$ cat config.mk
export PLATFORM = sky130hd
export DESIGN_NAME = dbus_bridge
export DESIGN_NICKNAME = d
export VERILOG_FILES = /design/src/rtl/dbus_bridge_pkg.sv /design/src/rtl/dbus_bridge_timeout.sv /design/src/rtl/dbus_bridge.sv
export SDC_FILE = /design/constraint.sdc
export NUM_CORES = 1
export LEC_CHECK = 0
export CORE_UTILIZATION = 43
export CTS_CLUSTER_DIAMETER = 80
export CTS_CLUSTER_SIZE = 40
export DETAILED_ROUTE_END_ITERATION = 10
export GPL_ROUTABILITY_DRIVEN = 0
export PLACE_DENSITY_LB_ADDON = 0.12
export SYNTH_ARGS = -nofsm -noshare
export SYNTH_HDL_FRONTEND = slang
export SYNTH_HIERARCHICAL = 1
export SYNTH_SLANG_ARGS = --single-unit
$ cat constraint.sdc
create_clock -name iCLK -period 10.4 [get_ports iCLK]
set_input_delay 2.08 -clock iCLK [delete_from_list [all_inputs] [get_ports iCLK]]
set_output_delay 2.08 -clock iCLK [all_outputs]
set_load 0.1 [all_outputs]
$ cat src/rtl/dbus_bridge_pkg.sv
// -----------------------------------------------------------------------------
// dbus_bridge_pkg
// Shared CPU data-bus parameters: bus widths, lane constants, the bridge FSM
// state encoding, the default read data returned after a bus timeout, and a
// helper that sizes the timeout counter.
//
// Configuration macro seen by users of this package: DBUS_TIMEOUT_EN
// (enables the WAIT-state timeout in dbus_bridge).
// -----------------------------------------------------------------------------
package dbus_bridge_pkg;

   // Bus constants
   localparam int DATA_W = 32;
   localparam int BE_W   = 4;

   // Read data presented to the datapath when a memory access is aborted
   localparam logic [DATA_W-1:0] DBUS_ERR_DATA = 32'hDEADBEEF;

   // Narrowest timeout counter the bridge will ever build
   localparam int TIMEOUT_CNT_MIN_W = 8;

   // Bridge FSM state encoding
   typedef enum logic [1:0] {
      ST_IDLE = 2'd0,
      ST_WAIT = 2'd1,
      ST_DONE = 2'd2
   } dbus_state_t;

   // Counter width able to hold values up to 'limit', never below the minimum
   function automatic int timeout_cnt_w(input int limit);
      int w;
      w = $clog2(limit + 1);
      return (w < TIMEOUT_CNT_MIN_W) ? TIMEOUT_CNT_MIN_W : w;
   endfunction

endpackage

$ cat src/rtl/dbus_bridge_timeout.sv
// -----------------------------------------------------------------------------
// dbus_timeout
// WAIT-state watchdog for dbus_bridge. Only built when the macro
// DBUS_TIMEOUT_EN is defined; the default build contains nothing here.
//
// Ports
//   clk     in  1  clock, rising edge
//   rst     in  1  asynchronous active-high reset
//   clear   in  1  zero the counter (asserted when a request enters WAIT)
//   run     in  1  count this cycle (bridge is in WAIT)
//   expire  out 1  high during the WAIT cycle that completes LIMIT cycles
// -----------------------------------------------------------------------------
`ifdef DBUS_TIMEOUT_EN
module dbus_timeout
   import dbus_bridge_pkg::*;
#(
   parameter int LIMIT = 255
) (
   input  logic clk,
   input  logic rst,
   input  logic clear,
   input  logic run,
   output logic expire
);

   localparam int CNT_W = timeout_cnt_w(LIMIT);

   // The count holds the number of WAIT cycles already completed, so the
   // LIMIT-th WAIT cycle is the one where the count equals LIMIT-1.
   localparam logic [CNT_W-1:0] LAST = CNT_W'(LIMIT - 1);

   logic [CNT_W-1:0] count;

   always_ff @(posedge clk or posedge rst) begin
      if (rst) begin
         count <= '0;
      end else if (clear) begin
         count <= '0;
      end else if (run && (count != LAST)) begin
         count <= count + 1'b1;
      end
   end

   assign expire = run && (count == LAST);

endmodule
`endif

$ cat src/rtl/dbus_bridge.sv
// -----------------------------------------------------------------------------
// dbus_bridge
// Stalls the CPU data port while a single access is carried out on a slow
// request/acknowledge memory. A request seen in IDLE stalls the CPU in that
// same cycle, latches the access fields and waits for iMemAck. After the ack
// one DONE cycle releases the stall and presents the read data; DONE always
// returns to IDLE so the finishing instruction's still-asserted enable does
// not start a second access.
//
// Optional feature: define DBUS_TIMEOUT_EN to abort a WAIT that lasts
// TIMEOUT_CYCLES cycles; reads then return ERR_DATA and oBusError latches.
// Without the macro WAIT ends only on iMemAck and oBusError is constant 0.
//
// Ports
//   iCLK          in  1       clock, rising edge
//   iRST          in  1       asynchronous active-high reset
//   iReadEnable   in  1       CPU load request
//   iWriteEnable  in  1       CPU store request (wins over a load)
//   iByteEnable   in  4       CPU byte lanes
//   iAddress      in  ADDR_W  CPU address
//   iWriteData    in  32      CPU store data
//   oReadData     out 32      last captured load data
//   oStall        out 1       hold PC and register-file writes this cycle
//   oMemReq       out 1       memory request, held until acknowledged
//   oMemWe        out 1       latched write flag
//   oMemBe        out 4       latched byte lanes
//   oMemAddr      out ADDR_W  latched address
//   oMemWdata     out 32      latched store data
//   iMemAck       in  1       one-cycle completion pulse
//   iMemRdata     in  32      memory data, valid with iMemAck
//   oBusError     out 1       sticky timeout flag, cleared only by reset
// -----------------------------------------------------------------------------
module dbus_bridge
   import dbus_bridge_pkg::*;
#(
   parameter int                ADDR_W         = 32,
   parameter int                TIMEOUT_CYCLES = 255,
   parameter logic [DATA_W-1:0] ERR_DATA       = DBUS_ERR_DATA
) (
   input  logic              iCLK,
   input  logic              iRST,
   input  logic              iReadEnable,
   input  logic              iWriteEnable,
   input  logic [BE_W-1:0]   iByteEnable,
   input  logic [ADDR_W-1:0] iAddress,
   input  logic [DATA_W-1:0] iWriteData,
   output logic [DATA_W-1:0] oReadData,
   output logic              oStall,
   output logic              oMemReq,
   output logic              oMemWe,
   output logic [BE_W-1:0]   oMemBe,
   output logic [ADDR_W-1:0] oMemAddr,
   output logic [DATA_W-1:0] oMemWdata,
   input  logic              iMemAck,
   input  logic [DATA_W-1:0] iMemRdata,
   output logic              oBusError
);

   // Reject a timeout limit that could never be reached
   if (TIMEOUT_CYCLES < 1) begin : g_bad_timeout
      $error("dbus_bridge: TIMEOUT_CYCLES must be at least 1");
   end

   dbus_state_t       state;
   logic              start;
   logic              timeout_hit;
   logic              mem_req;
   logic              mem_we;
   logic [BE_W-1:0]   mem_be;
   logic [ADDR_W-1:0] mem_addr;
   logic [DATA_W-1:0] mem_wdata;
   logic [DATA_W-1:0] read_data;
   logic              bus_error;

   assign start = (state == ST_IDLE) && (iReadEnable || iWriteEnable);

`ifdef DBUS_TIMEOUT_EN
   dbus_timeout #(
      .LIMIT  (TIMEOUT_CYCLES)
   ) u_timeout (
      .clk    (iCLK),
      .rst    (iRST),
      .clear  (start),
      .run    (state == ST_WAIT),
      .expire (timeout_hit)
   );
`else
   assign timeout_hit = 1'b0;
`endif

   // Access FSM. The request fields and read data are registers owned by the
   // FSM; an ack takes priority over a timeout expiring in the same cycle.
   always_ff @(posedge iCLK or posedge iRST) begin
      if (iRST) begin
         state     <= ST_IDLE;
         mem_req   <= 1'b0;
         mem_we    <= 1'b0;
         mem_be    <= '0;
         mem_addr  <= '0;
         mem_wdata <= '0;
         read_data <= '0;
         bus_error <= 1'b0;
      end else begin
         case (state)
            ST_IDLE: begin
               if (start) begin
                  mem_req   <= 1'b1;
                  mem_we    <= iWriteEnable;   // read+write together is a write
                  mem_be    <= iByteEnable;
                  mem_addr  <= iAddress;
                  mem_wdata <= iWriteData;
                  state     <= ST_WAIT;
               end
            end
            ST_WAIT: begin
               if (iMemAck) begin
                  if (!mem_we) begin
                     read_data <= iMemRdata;
                  end
                  mem_req <= 1'b0;
                  state   <= ST_DONE;
               end else if (timeout_hit) begin
                  if (!mem_we) begin
                     read_data <= ERR_DATA;
                  end
                  bus_error <= 1'b1;
                  mem_req   <= 1'b0;
                  state     <= ST_DONE;
               end
            end
            ST_DONE: begin
               state <= ST_IDLE;
            end
            default: begin
               mem_req <= 1'b0;
               state   <= ST_IDLE;
            end
         endcase
      end
   end

   // The stall must rise in the request cycle itself, before any register
   // can react, so it is decoded from the state and the live enables.
   assign oStall    = (state == ST_WAIT) || start;
   assign oMemReq   = mem_req;
   assign oMemWe    = mem_we;
   assign oMemBe    = mem_be;
   assign oMemAddr  = mem_addr;
   assign oMemWdata = mem_wdata;
   assign oReadData = read_data;
   assign oBusError = bus_error;

endmodule

-- Yosys cells after proc, flatten, opt, wreduce, memory -nomap -nowiden
Cells that the tools add are included.
- bits in registers: 104
- output and inout bits: 104
- word-level logic and storage cells: 27
- equality and inequality tests: 4
- multiplexer cells: 6
- bitwise gates (word level): 2
- reduce and logical (&&, ||, !) cells: 8
- operators with widths (kind ; number):
    3-bit AND reduction ; 2
    2-bit 2-to-1 mux ; 2
    2-bit inequality test (second input constant) ; 2
    2-bit one-hot mux with 2 select lines ; 1
    2-bit AND reduction ; 2
    1-bit one-hot mux with 3 select lines ; 1
    2-bit by 1-bit == test with 1-bit output (second input constant) ; 1
    2-bit == test (second input constant) ; 1
    2-bit logical NOT ; 1
    1-bit logical OR ; 2
    1-bit 2-to-1 mux ; 2
    1-bit NOT ; 2
    1-bit logical AND ; 1

-- Logic depth before layout (Yosys ltp)
- word-level depth: 4
- mapped depth: 6

-- Least setup slack after synthesis
No wires, ideal clock.
- kind: input to output
- from: input iWriteEnable
- to: output oStall
- data arrival time: 3.378 ns
- data required time: 8.320 ns
- slack: 4.942 ns
- stages: 2
- buffers on the path: 0
- cells stage by stage: nor3_1 nor2_1
- cells in the longest elaborated chain, start to end: 3
- ends and longest elaborated chain (element ; line ; RTL):
    start: declaration ; dbus_bridge.sv:43 ; input logic iWriteEnable,
    1-bit logical OR ; dbus_bridge.sv:75 ; assign start = (state == ST_IDLE) && (iReadEnable || iWriteEnable);
    1-bit logical AND ; dbus_bridge.sv:75 ;
    1-bit logical OR ; dbus_bridge.sv:144 ; assign oStall = (state == ST_WAIT) || start;
    end: declaration ; dbus_bridge.sv:48 ; output logic oStall,
No other way between the ends.

-- Worst setup path after layout
Same ends and word-level chain as after synthesis.

==> reports/summary.txt <==
crit path max fanout -> 3
Top Ports -> 209
Hold Buf Count CTS -> 0
Mapped Avg Cell Area -> 17.8 um2
Clock Skew -> 0.00968 ns
Final Max Tran Viols -> 0
Hold Path Class -> reg2reg
first-pass GRT wire length -> 14500 um
# setup viols final -> 0
relative slew slack -> 31.9%
RSZ-0062 raised after global routing -> false
total number of vias -> 2656
GRT Total Usage -> 19.0%
clk sinks -> 104
Sum Neg Setup Slack -> 0 ns
placed inst area -> 6220 um2
Core Rows -> 35
placed cell count -> 556
Clk Latency, worst-skew pair -> 0.35 ns
Die Area -> 9970 um2
register bit total from synthesis -> 104
post-synthesis cell type count -> 19
largest net degree at the start of global routing -> 71
Fill cells -> 644
HPWL reported at the end of detailed placement -> 6550 um
DRT iter0 DRCs -> 68
Synth Warn # -> 6
input/output buffers -> 207
Area growth, synth to finish -> 57.0%
Design Area, Final -> 6460 um2
clock root buffer master -> clkbuf_8
worst path required time -> 8.32 ns
Vias/cell -> 4.65
initial antenna violation count -> 0
Worst Path Arrival -> 3.94 ns
die width -> 99.9 um
Worst-Margin Slew -> 1.02 ns
reg2reg setup slack -> 8.33 ns
critical path class -> in2out
H-tree depth -> 3
Post-CTS Setup Inserts -> 0
CTS buffer count -> 9
wire per inst -> 16.2 um
total grt overflow -> 0
cts repair resizes -> 0
vias in the first global route -> 2862
Synthesized Nets -> 336
Longest Clk Path Bufs -> 2
# DRC -> 0
status -> finished, final reports clean
Initial Utilization -> 44.6%
Final Hold Vio Count -> 0
Setup crit start kind -> input port
post-detailed-route count of antenna-violating nets -> 0
CTS tree -> done
first-pass iteration count of the detailed router -> 4
max_cap viols -> 0
synthesized area -> 4120 um2
CTS clock-pin slew for the worst setup and hold paths -> 0.09 ns
non-filler instance count after layout -> 571
sequential share of the synthesized area -> 63.2%
period utilization -> 57.9%
hold_ws -> 0.510 ns
final wirelength -> 9240 um
Diodes inserted -> 0
layout cells sized above 1 -> 27.1%
Post-Syn Instances -> 231
Final min period -> 6.02 ns
Worst setup EP type -> output pin
die height -> 99.9 um
FMAX -> 166 MHz
Layout Nets -> 543
Core Region -> 9240 um2
-- worst max-delay path: stages --
cell and delay (ns):
clkdlybuf4s50_1 0.52, nor3_1 0.08, nor2_1 0.10, clkdlybuf4s50_1 1.15
-- metal layers --
layer / GRT usage (%) / share of wire (%) / up-vias
met3: 6.89 / 9.7 / 15
met1: 22.9 / 41 / 1301
met5: 0 / 0 / -
met2: 30.8 / 48 / 132
li1: - / - / 1208
met4: 8.14 / 2.0 / 0
-- cells in the mapped netlist, drive strengths merged --
| library cell | number | area share (%) |
|---|---|---|
| a211o | 1 | 0.21 |
| a211oi | 1 | 0.18 |
| a22o | 1 | 0.21 |
| and3b | 1 | 0.21 |
| buf | 13 | 3.7 |
| conb | 1 | 0.091 |
| dfrtp | 104 | 63 |
| inv | 1 | 0.091 |
| mux2 | 100 | 31 |
| nand2 | 1 | 0.091 |
| nor2 | 3 | 0.27 |
| nor2b | 2 | 0.49 |
| nor3 | 1 | 0.12 |
| o21a | 1 | 0.18 |
-- final timing paths --
check / from / to / cells past startpoint
max: iWriteEnable / oStall / 4
min: oMemReq / oMemReq / 1
max reg2reg: state[0] / oMemAddr[22] / 3
min reg2reg: oMemReq / oMemReq / 1
max in group asynchronous: iRST / oMemWdata[13] / 3
min in group asynchronous: iRST / oReadData[20] / 2
-- final cells by class --
cell class | count | area, um2 | share of cell area (%)
tap | 129 | 161 | 2.50
clock inverter | 5 | 104 | 1.61
multi-input combinational | 113 | 1370 | 21.1
timing repair buffer | 209 | 2090 | 32.3
inverter | 1 | 6.26 | 0.0968
sequential | 104 | 2600 | 40.3
clock buffer | 10 | 138 | 2.13
-- flip-flops by register name, summed over array words and instances, names as in the netlist --
register   flops
oMemAddr      32
oMemWdata     32
oReadData     32
oMemBe         4
state          2
oMemReq        1
oMemWe         1
-- metrics by stage --
stage	worst slack (ns)	util [%]
after floorplan	4.94	-
after global placement	4.42	67.3
after detailed placement	4.38	67.3
after CTS	4.38	70.0
after global routing	4.33	70.0
final	4.38	70.0
-- cells by family after synthesis --
kind of cell	after synthesis	synth area share [%]
muxes	100	30.9
other	1	0.0911
AOI/OAI and AO/OA	4	0.790
DFF	104	63.2
buffers and inverters	14	3.83
and+or+nand+nor	8	1.18
-- cells in the final DEF (no fill, tap or decap), drive strengths merged --
cell type,n
dfrtp,104
a22o,1
inv,2
nor2b,2
nand2,1
a211oi,1
clkdlybuf4s50,207
buf,2
mux2,100
bufinv,3
clkinv,1
a211o,1
clkbuf,10
nor2,3
conb,1
o21a,1
nor3,1
and3b,1
Power is left out: the tool's default activity adds up to more than one toggle a clock period on the data nets, which glitch-free logic cannot reach.
